--- src/rtl/dcache_port_arbiter.sv ---
// Two-requester data-cache port arbiter (PTW, LSU) with one transaction in flight.
// PTW has priority; a waiting LSU is promoted after MAX_WAIT PTW grants.
module dcache_port_arbiter #(
  parameter int ADDR_WIDTH = 32,
  parameter int DATA_WIDTH = 32,
  parameter int MAX_WAIT   = 4
) (
  input  logic                    clk_i,
  input  logic                    rst_i,
  input  logic                    ptw_req_i,
  input  logic [ADDR_WIDTH-1:0]   ptw_addr_i,
  input  logic                    ptw_we_i,
  input  logic [DATA_WIDTH/8-1:0] ptw_be_i,
  input  logic [DATA_WIDTH-1:0]   ptw_wdata_i,
  output logic                    ptw_gnt_o,
  output logic                    ptw_rvalid_o,
  output logic [DATA_WIDTH-1:0]   ptw_rdata_o,
  output logic                    ptw_err_o,
  input  logic                    lsu_req_i,
  input  logic [ADDR_WIDTH-1:0]   lsu_addr_i,
  input  logic                    lsu_we_i,
  input  logic [DATA_WIDTH/8-1:0] lsu_be_i,
  input  logic [DATA_WIDTH-1:0]   lsu_wdata_i,
  output logic                    lsu_gnt_o,
  output logic                    lsu_rvalid_o,
  output logic [DATA_WIDTH-1:0]   lsu_rdata_o,
  output logic                    lsu_err_o,
  output logic                    dc_req_o,
  output logic [ADDR_WIDTH-1:0]   dc_addr_o,
  output logic                    dc_we_o,
  output logic [DATA_WIDTH/8-1:0] dc_be_o,
  output logic [DATA_WIDTH-1:0]   dc_wdata_o,
  input  logic                    dc_gnt_i,
  input  logic                    dc_rvalid_i,
  input  logic [DATA_WIDTH-1:0]   dc_rdata_i,
  input  logic                    dc_err_i,
  output logic                    busy_o,
  output logic                    owner_o,
  output logic                    spurious_o
);
  // state    | meaning
  // IDLE     | no transaction; arbitrate, grant and latch the winner
  // ISSUE    | present latched request to the cache until dc_gnt_i
  // WAIT_RSP | wait for dc_rvalid_i and route it to the owner

  localparam int BE_WIDTH  = DATA_WIDTH / 8;
  localparam int CNT_WIDTH = $clog2(MAX_WAIT + 1);
  localparam logic [CNT_WIDTH-1:0] CNT_MAX = CNT_WIDTH'(MAX_WAIT);

  typedef enum logic [1:0] {IDLE, ISSUE, WAIT_RSP} state_e;

  state_e                state_q, state_d;
  logic                  owner_q, owner_d;
  logic [ADDR_WIDTH-1:0] addr_q, addr_d;
  logic                  we_q, we_d;
  logic [BE_WIDTH-1:0]   be_q, be_d;
  logic [DATA_WIDTH-1:0] wdata_q, wdata_d;
  logic [CNT_WIDTH-1:0]  wait_cnt_q, wait_cnt_d;
  logic                  lsu_wins;

  assign lsu_wins = lsu_req_i && (!ptw_req_i || (wait_cnt_q == CNT_MAX));

  always_ff @(posedge clk_i) begin
    if (rst_i) begin
      state_q    <= IDLE;
      owner_q    <= 1'b0;
      addr_q     <= '0;
      we_q       <= 1'b0;
      be_q       <= '0;
      wdata_q    <= '0;
      wait_cnt_q <= '0;
    end else begin
      state_q    <= state_d;
      owner_q    <= owner_d;
      addr_q     <= addr_d;
      we_q       <= we_d;
      be_q       <= be_d;
      wdata_q    <= wdata_d;
      wait_cnt_q <= wait_cnt_d;
    end
  end

  always_comb begin
    state_d      = state_q;
    owner_d      = owner_q;
    addr_d       = addr_q;
    we_d         = we_q;
    be_d         = be_q;
    wdata_d      = wdata_q;
    wait_cnt_d   = wait_cnt_q;
    ptw_gnt_o    = 1'b0;
    lsu_gnt_o    = 1'b0;
    ptw_rvalid_o = 1'b0;
    lsu_rvalid_o = 1'b0;
    ptw_err_o    = 1'b0;
    lsu_err_o    = 1'b0;
    dc_req_o     = 1'b0;
    spurious_o   = 1'b0;
    case (state_q)
      IDLE: begin
        spurious_o = dc_rvalid_i;
        if (ptw_req_i || lsu_req_i) begin
          state_d = ISSUE;
          owner_d = lsu_wins;
          if (lsu_wins) begin
            lsu_gnt_o  = 1'b1;
            addr_d     = lsu_addr_i;
            we_d       = lsu_we_i;
            be_d       = lsu_be_i;
            wdata_d    = lsu_wdata_i;
            wait_cnt_d = '0;
          end else begin
            ptw_gnt_o = 1'b1;
            addr_d    = ptw_addr_i;
            we_d      = ptw_we_i;
            be_d      = ptw_be_i;
            wdata_d   = ptw_wdata_i;
            // only count PTW grants the LSU actually had to wait through
            if (lsu_req_i && (wait_cnt_q != CNT_MAX)) wait_cnt_d = wait_cnt_q + 1'b1;
          end
        end
      end
      ISSUE: begin
        dc_req_o   = 1'b1;
        spurious_o = dc_rvalid_i;
        if (dc_gnt_i) state_d = WAIT_RSP;
      end
      WAIT_RSP: begin
        if (dc_rvalid_i) begin
          state_d = IDLE;
          if (owner_q) begin
            lsu_rvalid_o = 1'b1;
            lsu_err_o    = dc_err_i;
          end else begin
            ptw_rvalid_o = 1'b1;
            ptw_err_o    = dc_err_i;
          end
        end
      end
      default: state_d = IDLE;
    endcase
  end

  assign dc_addr_o   = addr_q;
  assign dc_we_o     = we_q;
  assign dc_be_o     = be_q;
  assign dc_wdata_o  = wdata_q;
  assign ptw_rdata_o = dc_rdata_i;
  assign lsu_rdata_o = dc_rdata_i;
  assign busy_o      = (state_q != IDLE);
  assign owner_o     = owner_q;

endmodule

--- config.mk ---
export PLATFORM = sky130hd
export DESIGN_NAME = dcache_port_arbiter
export DESIGN_NICKNAME = d
export VERILOG_FILES = /design/src/rtl/dcache_port_arbiter.sv
export SDC_FILE = /design/constraint.sdc
export NUM_CORES = 1
export LEC_CHECK = 0
export CORE_AREA = 2 2 134 136
export DETAILED_ROUTE_END_ITERATION = 8
export DIE_AREA = 0 0 136 138
export PLACE_DENSITY_LB_ADDON = 0.12
export SLEW_MARGIN = 20
export SYNTH_ARGS = -nofsm -noshare
export SYNTH_HDL_FRONTEND = slang
export SYNTH_SLANG_ARGS = --single-unit
--- constraint.sdc ---
create_clock -name clk_i -period 2.95 [get_ports clk_i]
set_input_delay 0.885 -clock clk_i [delete_from_list [all_inputs] [get_ports clk_i]]
set_output_delay 0.885 -clock clk_i [all_outputs]
set_load 0.01 [all_outputs]
==> results.toml, run 1 <==
[critical_path]
r2r_setup_slack_ns = 0.93
critPathRequiredTime_ns = 2.07
timing.critical_path.fanout_max = 4
critPathSlowestCell = "clkdlybuf4s50_1"
path_class = "in -> out"
critPathLaunch = "dc_rvalid_i"
endpoint_kind = "output pin"
crit_buf_inv = 2
crit_family = "buffers and inverters"
worst_setup_path_start_kind = "input port"
reg2reg_from = "state_q[1]"
max_stage_delay_ns = 0.52
path_cells = "clkdlybuf4s50_1, nand3b_1, nor2_1, dlygate4sd2_1"
cp.arrival_ns = 1.92

[global_route]
grt_pass1_vias = 4734
grt_util_all_layers_pct = 17.2
grt_max_degree = 72
grt_antenna_before_repair = 1
grt_pass1_wl_mm = 25.7
grt_overflow = 0

[power_and_ir_drop]
p_switching_mw = 0.870
power_frac_comb_pct = 27.0
cellPowerDensity_nw_per_um2 = 481
p_clk_share_pct = 34.7
p_leak_nw = 2.08
total_power_mw = 3.00
irDropWorstVdd_mv = 0.242
seqPwrFrac_pct = 38.3
swShare_pct = 29.0
p_int_mw = 2.13

[layout]
layout.nets = 817
areaGrowthSynthToFinish_pct = 52.7
antenna_cells = 0
fin_area_um2 = 6230
layout_common_cells = "213 x clkdlybuf4s50_1, 75 x dfxtp_1, 69 x nand3_1, 69 x nand4_1, 69 x a31oi_1"
fin_util_pct = 35.5
drive_gt1_share_pct = 6.40
final_common_cell = "clkdlybuf4s50_1"

[clocking]
cts.htree.levels = 3
cts_tree = "built"
clock_latency_ns = 0.33
clockBufferDepth = 2
cts_root_buffer = "clkbuf_16"
cts-buffers-inserted = 9
cts.reportedPaths.clkPinSlew_ns = 0.06
cts_sinks = 75

[die]
fp-row-count = 49
die_y_um = 138
die_w_um = 136
dieArea_um2 = 18800
start_util_pct = 23.3
core_area_um2 = 17500
ios = 320

[hold_path]
min-delay-start = "dc_addr_o[31]"
hold_class = "reg -> reg"

[run]
drv_cap = 0

[route]
drtPass1Iterations = 4
wl_mm = 16.9
post_drt_wl_per_cell_um = 19.5
drc = 0
drtIter0Drc = 233
viasPerCell = 5.20
antenna_left = 0
vias = 4526

[sta]
worst_pin_slew_ns = 0.885
finalHoldViolCount = 0
period_share_pct = 95.2
rsz0062_at_grt = "no"
slew-limit-headroom_pct = 41.0
fin_tns_setup_ns = 0
fin_crit_ns = 2.81
setup_viol = 0
fmax_mhz = 356
fin_skew_ns = 0.00663
slew_viol_final = 0

[synth]
yosysSeqAreaShare_pct = 36.8
async_flop_share_pct = 0
syn_nets = 692
syn_area_per_cell_um2 = 7.95
synth_top_family_by_area = "simple AND/OR/NAND/NOR gates"
ys_warn_count = 0
synth_compound_area_share_pct = 19.9
synth-simple-area-share_pct = 23.0
synth_edf_count = 0
postSynthCellCount = 513
synth.area.mux_share_pct = 0.245
synth-xor-area-share_pct = 0.429
synth-main-ff-cell = "dfxtp_1"
synth_cell_type_count = 31
synth_seq_cells = 75
synthesis.area_um2 = 4080
synth-adder-area-share_pct = 0.613

[placed_design]
place_congestion = 0.764
placement.io_buffers = 223
place_hpwl_mm = 10.2
placed_cell_area_um2 = 5960

[outcome]
outcome = "finished clean"
synthesized netlist by cell type (2+ instances only):
library cell  instances  area (um2)
dfxtp_1              75        1500
a31oi_1              69         432
nand3_1              69         345
nand4_1              69         432
buf_4                67         503
o21ai_0              58         290
clkbuf_1             32         120
buf_2                25         125
o21ai_1              12        60.1
nor2_1                6        22.5
inv_1                 3        11.3
nor3_2                3        30.0
ha_1                  2        25.0
nand2_1               2        7.51
nand2b_1              2        12.5
nor2_4                2        22.5
nor2b_1               2        12.5
xnor2_1               2        17.5
kinds of logic (layout without fill, tap and decap cells):
kind of cell / Yosys count / count (layout)
flip-flops: 75 / 75
XOR/XNOR: 2 / 2
AO/OA/AOI/OAI: 143 / 143
adder cells (fa/ha/maj): 2 / 2
AND/OR/NAND/NOR: 161 / 161
multiplexers: 1 / 1
buffers and inverters: 129 / 257
worst reg2reg max path: stages (launching register included):
cell	delay [ns]
dfxtp_1	0.44
nor3b_4	0.25
buf_4	0.13
buf_4	0.68
mux2i_1	0.32
nor3_2	0.05
worst paths after layout:
kind                    to  depth (start not counted)
max              lsu_err_o                          4
min reg2reg  dc_addr_o[31]                          2
min          dc_addr_o[31]                          2
max reg2reg  wait_cnt_q[1]                          5
per-stage QoR:
stage	setup slack [ns]	cells	hold slack, ns
after detailed placement	-0.284	855	0.483
after floorplan	0.415	513	0.511
final	0.143	870	0.495
after global placement	-0.251	855	0.483
after global routing	0.0884	870	0.515
after CTS	0.00697	869	0.498
power by group through the flow:
stage          clock (mW)  combinational (mW)  sequential [mW]
2_1_floorplan           0               0.390             1.20
3_3_place_gp            0               0.811             1.17
3_5_place_dp            0               0.816             1.17
4_1_cts              1.08               0.817             1.15
5_1_grt              1.12               0.868             1.16
6_report             1.04               0.810             1.15
sequential cells by signal (all words and copies together), names as in the netlist:
register and count:
dc_we_o 1, wait_cnt_q 3, dc_wdata_o 32, dc_addr_o 32, owner_o 1, dc_be_o 4
state_q 2
layer usage:
layer,global-route usage [%],wire length (um)
met5,0,13
met4,5.92,233
met3,5.50,1690
met2,28.7,7790
met1,20.7,7200
cell type report:
class,instances,area (um2)
repair buffers,239,2350
inverters,4,15.0
clock buffers,12,256
well taps,229,287
clock inverters,2,12.5
multi-input cells,309,1810
flip-flops and latches,75,1500
fillers,1851,11300
timing repair:
item,4_1_cts,5_1_grt
hold buffers,0,0
gates cloned,0,0
endpoints found under the setup margin,7,2
gates resized for setup,8,1
buffers inserted,0,1
No activity file was read; power rests on OpenSTA's default activity.
==> run 2, diff against run 1 <==
--- a/config.mk
+++ b/config.mk
@@ -8,7 +8,9 @@
 export CORE_AREA = 2 2 134 136
 export DETAILED_ROUTE_END_ITERATION = 8
 export DIE_AREA = 0 0 136 138
+export GPL_TIMING_DRIVEN = 1
 export PLACE_DENSITY_LB_ADDON = 0.12
+export SETUP_SLACK_MARGIN = 0.5
 export SLEW_MARGIN = 20
 export SYNTH_ARGS = -nofsm -noshare
 export SYNTH_HDL_FRONTEND = slang
==> run 2 against run 1 <==
Against the previous run:
- clock power rose by 17%
- clock skew fell by 0.0031 ns
- sequential share of layout area fell by 0.10 points
- non-clock buffer count did not move
- flip-flop and latch count did not move
- via count fell by 0.99%
- die area did not move
- fmax rose by 15%
- count of clock-buffer cells in the layout did not move
==> results.toml, run 2 (synthesis results as in run 1) <==
[outcome]
outcome = "finished clean"

[layout]
areaGrowthSynthToFinish_pct = 53.9
layout.nets = 817
layout_common_cells = "211 x clkdlybuf4s50_1, 73 x dfxtp_1, 69 x nand3_1, 69 x nand4_1, 69 x a31oi_1"
final_common_cell = "clkdlybuf4s50_1"
fillers = 1847
drive_gt1_share_pct = 8.24
antenna_cells = 0

[global_route]
grt_max_degree = 76
grt_pass1_wl_mm = 25.2
grt_pass1_vias = 4534
grt_overflow = 0
grt_util_all_layers_pct = 17.3
grt_antenna_before_repair = 0

[sta]
rsz0062_at_grt = "yes"
period_share_pct = 82.7
finalHoldViolCount = 0
worst_pin_slew_ns = 0.862
slew_viol_final = 0
fin_skew_ns = 0.00358
timing.hold.ws_ns = 0.499
slew-limit-headroom_pct = 42.5
setup_viol = 0
fin_crit_ns = 2.44
fmax_mhz = 410
fin_ws_ns = 0.511

[die]
start_util_pct = 23.3
die_y_um = 138
die_w_um = 136
fp-row-count = 49
core_area_um2 = 17500
dieArea_um2 = 18800
ios = 320

[clocking]
clock_latency_ns = 0.34
cts-buffers-inserted = 9
cts.reportedPaths.clkPinSlew_ns = 0.06
cts_sinks = 75
cts_hold_buffers = 0
cts_root_buffer = "clkbuf_16"
clockBufferDepth = 2
cts.htree.levels = 3
cts_tree = "built"

[hold_path]
whs_path_depth = 2
min-delay-start = "dc_wdata_o[3]"
worstHoldEndpoint = "dc_wdata_o[3]"
hold_class = "reg -> reg"

[route]
vias = 4481
post_drt_wl_per_cell_um = 19.2
drtIter0Drc = 239
viasPerCell = 5.14
drtPass1Iterations = 4
drc = 0
antenna_left = 0
wl_mm = 16.7

[placed_design]
preCtsSetupSlack_ns = -0.270
place_congestion = 0.744
placement.io_buffers = 223
place_hpwl_mm = 10.2

[power_and_ir_drop]
irDropWorstVdd_mv = 0.272
cellPowerDensity_nw_per_um2 = 505
p_leak_nw = 2.09
total_power_mw = 3.17

[run]
drv_cap = 0

[critical_path]
path_class = "in -> out"
r2r-end = "dc_addr_o[8]"
r2r_setup_slack_ns = 1.06
cp.arrival_ns = 1.55
worst_setup_path_start_kind = "input port"
reg2reg_from = "wait_cnt_q[0]"
endpoint_kind = "output pin"
r2r_cells = 6
timing.critical_path.fanout_max = 3
critPathRequiredTime_ns = 2.07
[run 2: changes by cell type in the layout (fill, tap and decap cells not counted), sizes merged]
cell	delta
bufinv	+2
dlygate4sd2	-5
clkdlybuf4s50	-2
clkdlybuf4s15	+3
buf	+4
clkbuf	+1
clkinv	+1
clkinvlp	-1
dlymetal6s2s	-1
[run 2: layout make-up]
cell class	count	area [um2]	share of cell area, %
clock buffer	12	246	3.93
inverter	4	15.0	0.239
timing repair buffer	239	2340	37.2
tap	229	287	4.56
clock inverter	4	73.8	1.18
sequential	75	1510	24.0
multi-input combinational	309	1810	28.9
[run 2: power by group]
| group | internal (mW) | leakage [nW] | switching [mW] |
|---|---|---|---|
| Combinational | 0.423 | 1.31 | 0.384 |
| Clock | 0.765 | 0.157 | 0.450 |
| Sequential | 1.10 | 0.619 | 0.0480 |
| Total | 2.29 | 2.09 | 0.882 |
[run 2: metrics by stage]
| stage | utilization (%) | instances | setup TNS [ns] | instance area (um2) |
|---|---|---|---|---|
| floorplan | - | 513 | 0 | 4090 |
| global placement | 34.0 | 854 | -0.636 | 5950 |
| detailed placement | 34.0 | 854 | -0.872 | 5950 |
| CTS | 35.8 | 870 | 0 | 6270 |
| global route | 35.8 | 872 | 0 | 6280 |
| finish | 35.8 | 872 | 0 | 6280 |
[run 2: critical path, cell delays in order]
cell and delay (ns):
clkdlybuf4s15_2 0.21, nor3b_4 0.19, and2_4 0.17, buf_6 0.09
[run 2: routing by layer]
layer	vias up	wire length (um)	global-route usage [%]
li1	2106	-	-
met1	2125	7130	21.5
met2	205	7640	27.2
met3	45	1470	5.17
met4	0	492	8.33
met5	-	0	0
[run 2: worst max-delay path by stage]
stage	from	to	slack [ns]	cells past startpoint
3_3_place_gp	lsu_req_i	lsu_gnt_o	-0.25	4
5_1_grt	lsu_req_i	lsu_gnt_o	0.47	4
6_report	lsu_req_i	lsu_gnt_o	0.51	4
2_1_floorplan	ptw_req_i	lsu_gnt_o	0.49	5
4_1_cts	lsu_req_i	lsu_gnt_o	0.39	4
3_5_place_dp	lsu_req_i	lsu_gnt_o	-0.27	4
[run 2: what timing repair did]
action                                  4_1_cts  5_1_grt
endpoints found under the setup margin       10        4
endpoints found under the hold margin         0        0
pin swaps                                     1        1
setup buffers                                 0        2
resized for setup                            32        4
==> run 3, diff against run 2 <==
==> constraint.sdc (replaced) <==
create_clock -name clk_i -period 2.45 [get_ports clk_i]
set_input_delay 0.735 -clock clk_i [delete_from_list [all_inputs] [get_ports clk_i]]
set_output_delay 0.735 -clock clk_i [all_outputs]
set_load 0.01 [all_outputs]
==> run 3 against run 2 <==
Against the previous run:
- die area stayed put
- critical path depth increased by 1
- combinational power rose by 16%
- count of clock-buffer cells in the layout grew 2
- critical endpoint unchanged
- largest cell class unchanged
==> results.toml, run 3 (synthesis results as in run 1) <==
[layout]
layout_common_cells = "139 x clkdlybuf4s50_1, 71 x dfxtp_1, 69 x nand3_1, 69 x nand4_1, 69 x a31oi_1"
drive_gt1_share_pct = 10.3
layout.nets = 822
antenna_cells = 0
final_common_cell = "clkdlybuf4s50_1"
areaGrowthSynthToFinish_pct = 53.4
final_cells = 877

[route]
vias = 4593
wl_mm = 17.0
antenna_left = 0
viasPerCell = 5.24
drtIter0Drc = 276
post_drt_wl_per_cell_um = 19.4
drc = 0
drtPass1Iterations = 4

[sta]
fmax_mhz = 482
timing.hold.ws_ns = 0.497
rsz0062_at_grt = "yes"
fin_crit_ns = 2.08
slew-limit-headroom_pct = 44.3
setup_viol = 0
period_share_pct = 84.7
finalHoldViolCount = 0
fin_skew_ns = 0.00408
fin_ws_ns = 0.374
slew_viol_final = 0
worst_pin_slew_ns = 0.836

[power_and_ir_drop]
p_int_mw = 2.53
irDropWorstVdd_mv = 0.313
p_switching_mw = 1.05
seqPwrFrac_pct = 38.6
total_power_mw = 3.58
p_leak_nw = 2.47
cellPowerDensity_nw_per_um2 = 573
swShare_pct = 29.4
power_frac_comb_pct = 26.1
p_clk_share_pct = 35.4

[clocking]
cts-buffers-inserted = 9
cts_sinks = 75
cts_tree = "built"
cts_hold_buffers = 0
cts.htree.levels = 3
cts_root_buffer = "clkbuf_16"
clockBufferDepth = 2
cts.reportedPaths.clkPinSlew_ns = 0.06
clock_latency_ns = 0.34

[critical_path]
critPathRequiredTime_ns = 1.71
worst_setup_path_start_kind = "flop"
max_stage_delay_ns = 0.33
crit_buf_inv = 2
critPathSlowestCell = "dfxtp_2"
path_class = "reg -> out"
endpoint_kind = "output pin"
cp.arrival_ns = 1.34
crit_family = "flip-flops"
timing.critical_path.fanout_max = 2
path_cells = "inv_2, ha_4, a21bo_4, and2_4, buf_6"

[outcome]
outcome = "finished clean"

[placed_design]
place_hpwl_mm = 10.1
place_congestion = 0.727
placement.io_buffers = 223
place_inst = 855
preCtsSetupSlack_ns = -0.465

[global_route]
grt_pass1_vias = 4725
grt_util_all_layers_pct = 17.6
grt_overflow = 0
grt_pass1_wl_mm = 25.7
grt_antenna_before_repair = 0
grt_max_degree = 76

[die]
start_util_pct = 23.3
dieArea_um2 = 18800
ios = 320
die_w_um = 136
die_y_um = 138
core_area_um2 = 17500
fp-row-count = 49

[run]
drv_cap = 0

[hold_path]
hold_class = "reg -> reg"
[run 3: power by group through the flow]
stage          Combinational [mW]  Clock (mW)  Sequential, mW
2_1_floorplan               0.472           0            1.45
5_1_grt                      1.01        1.37            1.39
3_3_place_gp                0.982           0            1.41
3_5_place_dp                0.985           0            1.41
4_1_cts                     0.948        1.31            1.38
6_report                    0.934        1.27            1.38
[run 3: final timing paths]
kind | from | cells after the start | to | slack, ns
worst min register to register | dc_wdata_o[3] | 2 | dc_wdata_o[3] | 0.50
worst min-delay path | dc_wdata_o[3] | 2 | dc_wdata_o[3] | 0.50
worst max-delay path | wait_cnt_q[0] | 5 | lsu_gnt_o | 0.37
worst max register to register | wait_cnt_q[0] | 6 | dc_addr_o[31] | 0.71
[run 3: cell type report]
cell class	count	area, um2
fillers	1839	11300
repair buffers	244	2330
multi-input cells	309	1840
flip-flops and latches	75	1510
well taps	229	287
clock buffers	14	264
inverters	4	15.0
clock inverters	2	10.0
[run 3: what timing repair did]
| action | in CTS | in global routing |
|---|---|---|
| resized for setup | 125 | 12 |
| pin swaps | 8 | 4 |
| endpoints found under the setup margin | 143 | 29 |
| buffers inserted | 5 | 1 |
[run 3: worst register-to-register path, delay by kind of cell (launching register included)]
family	cells	cell delay, ns
simple gates	1	0.20
buf+inv	2	0.72
fa+ha+maj	1	0.14
compound gates	2	0.29
flops	1	0.32
[run 3: per-stage QoR]
stage          TNS (ns)  utilization [%]  instance area, um2
2_1_floorplan         0                -                4090
3_3_place_gp     -11.52             34.1                5990
3_5_place_dp     -13.67             34.1                5990
4_1_cts               0             35.6                6240
5_1_grt               0             35.7                6260
6_report              0             35.7                6260
[run 3: layer usage]
metal | vias up | GRT usage [%] | share of wire, %
met1 | 2202 | 20.8 | 41
met4 | 0 | 8.55 | 3.0
met5 | - | 0 | 0
met2 | 227 | 28.8 | 46
met3 | 44 | 5.28 | 9.1
li1 | 2120 | - | -
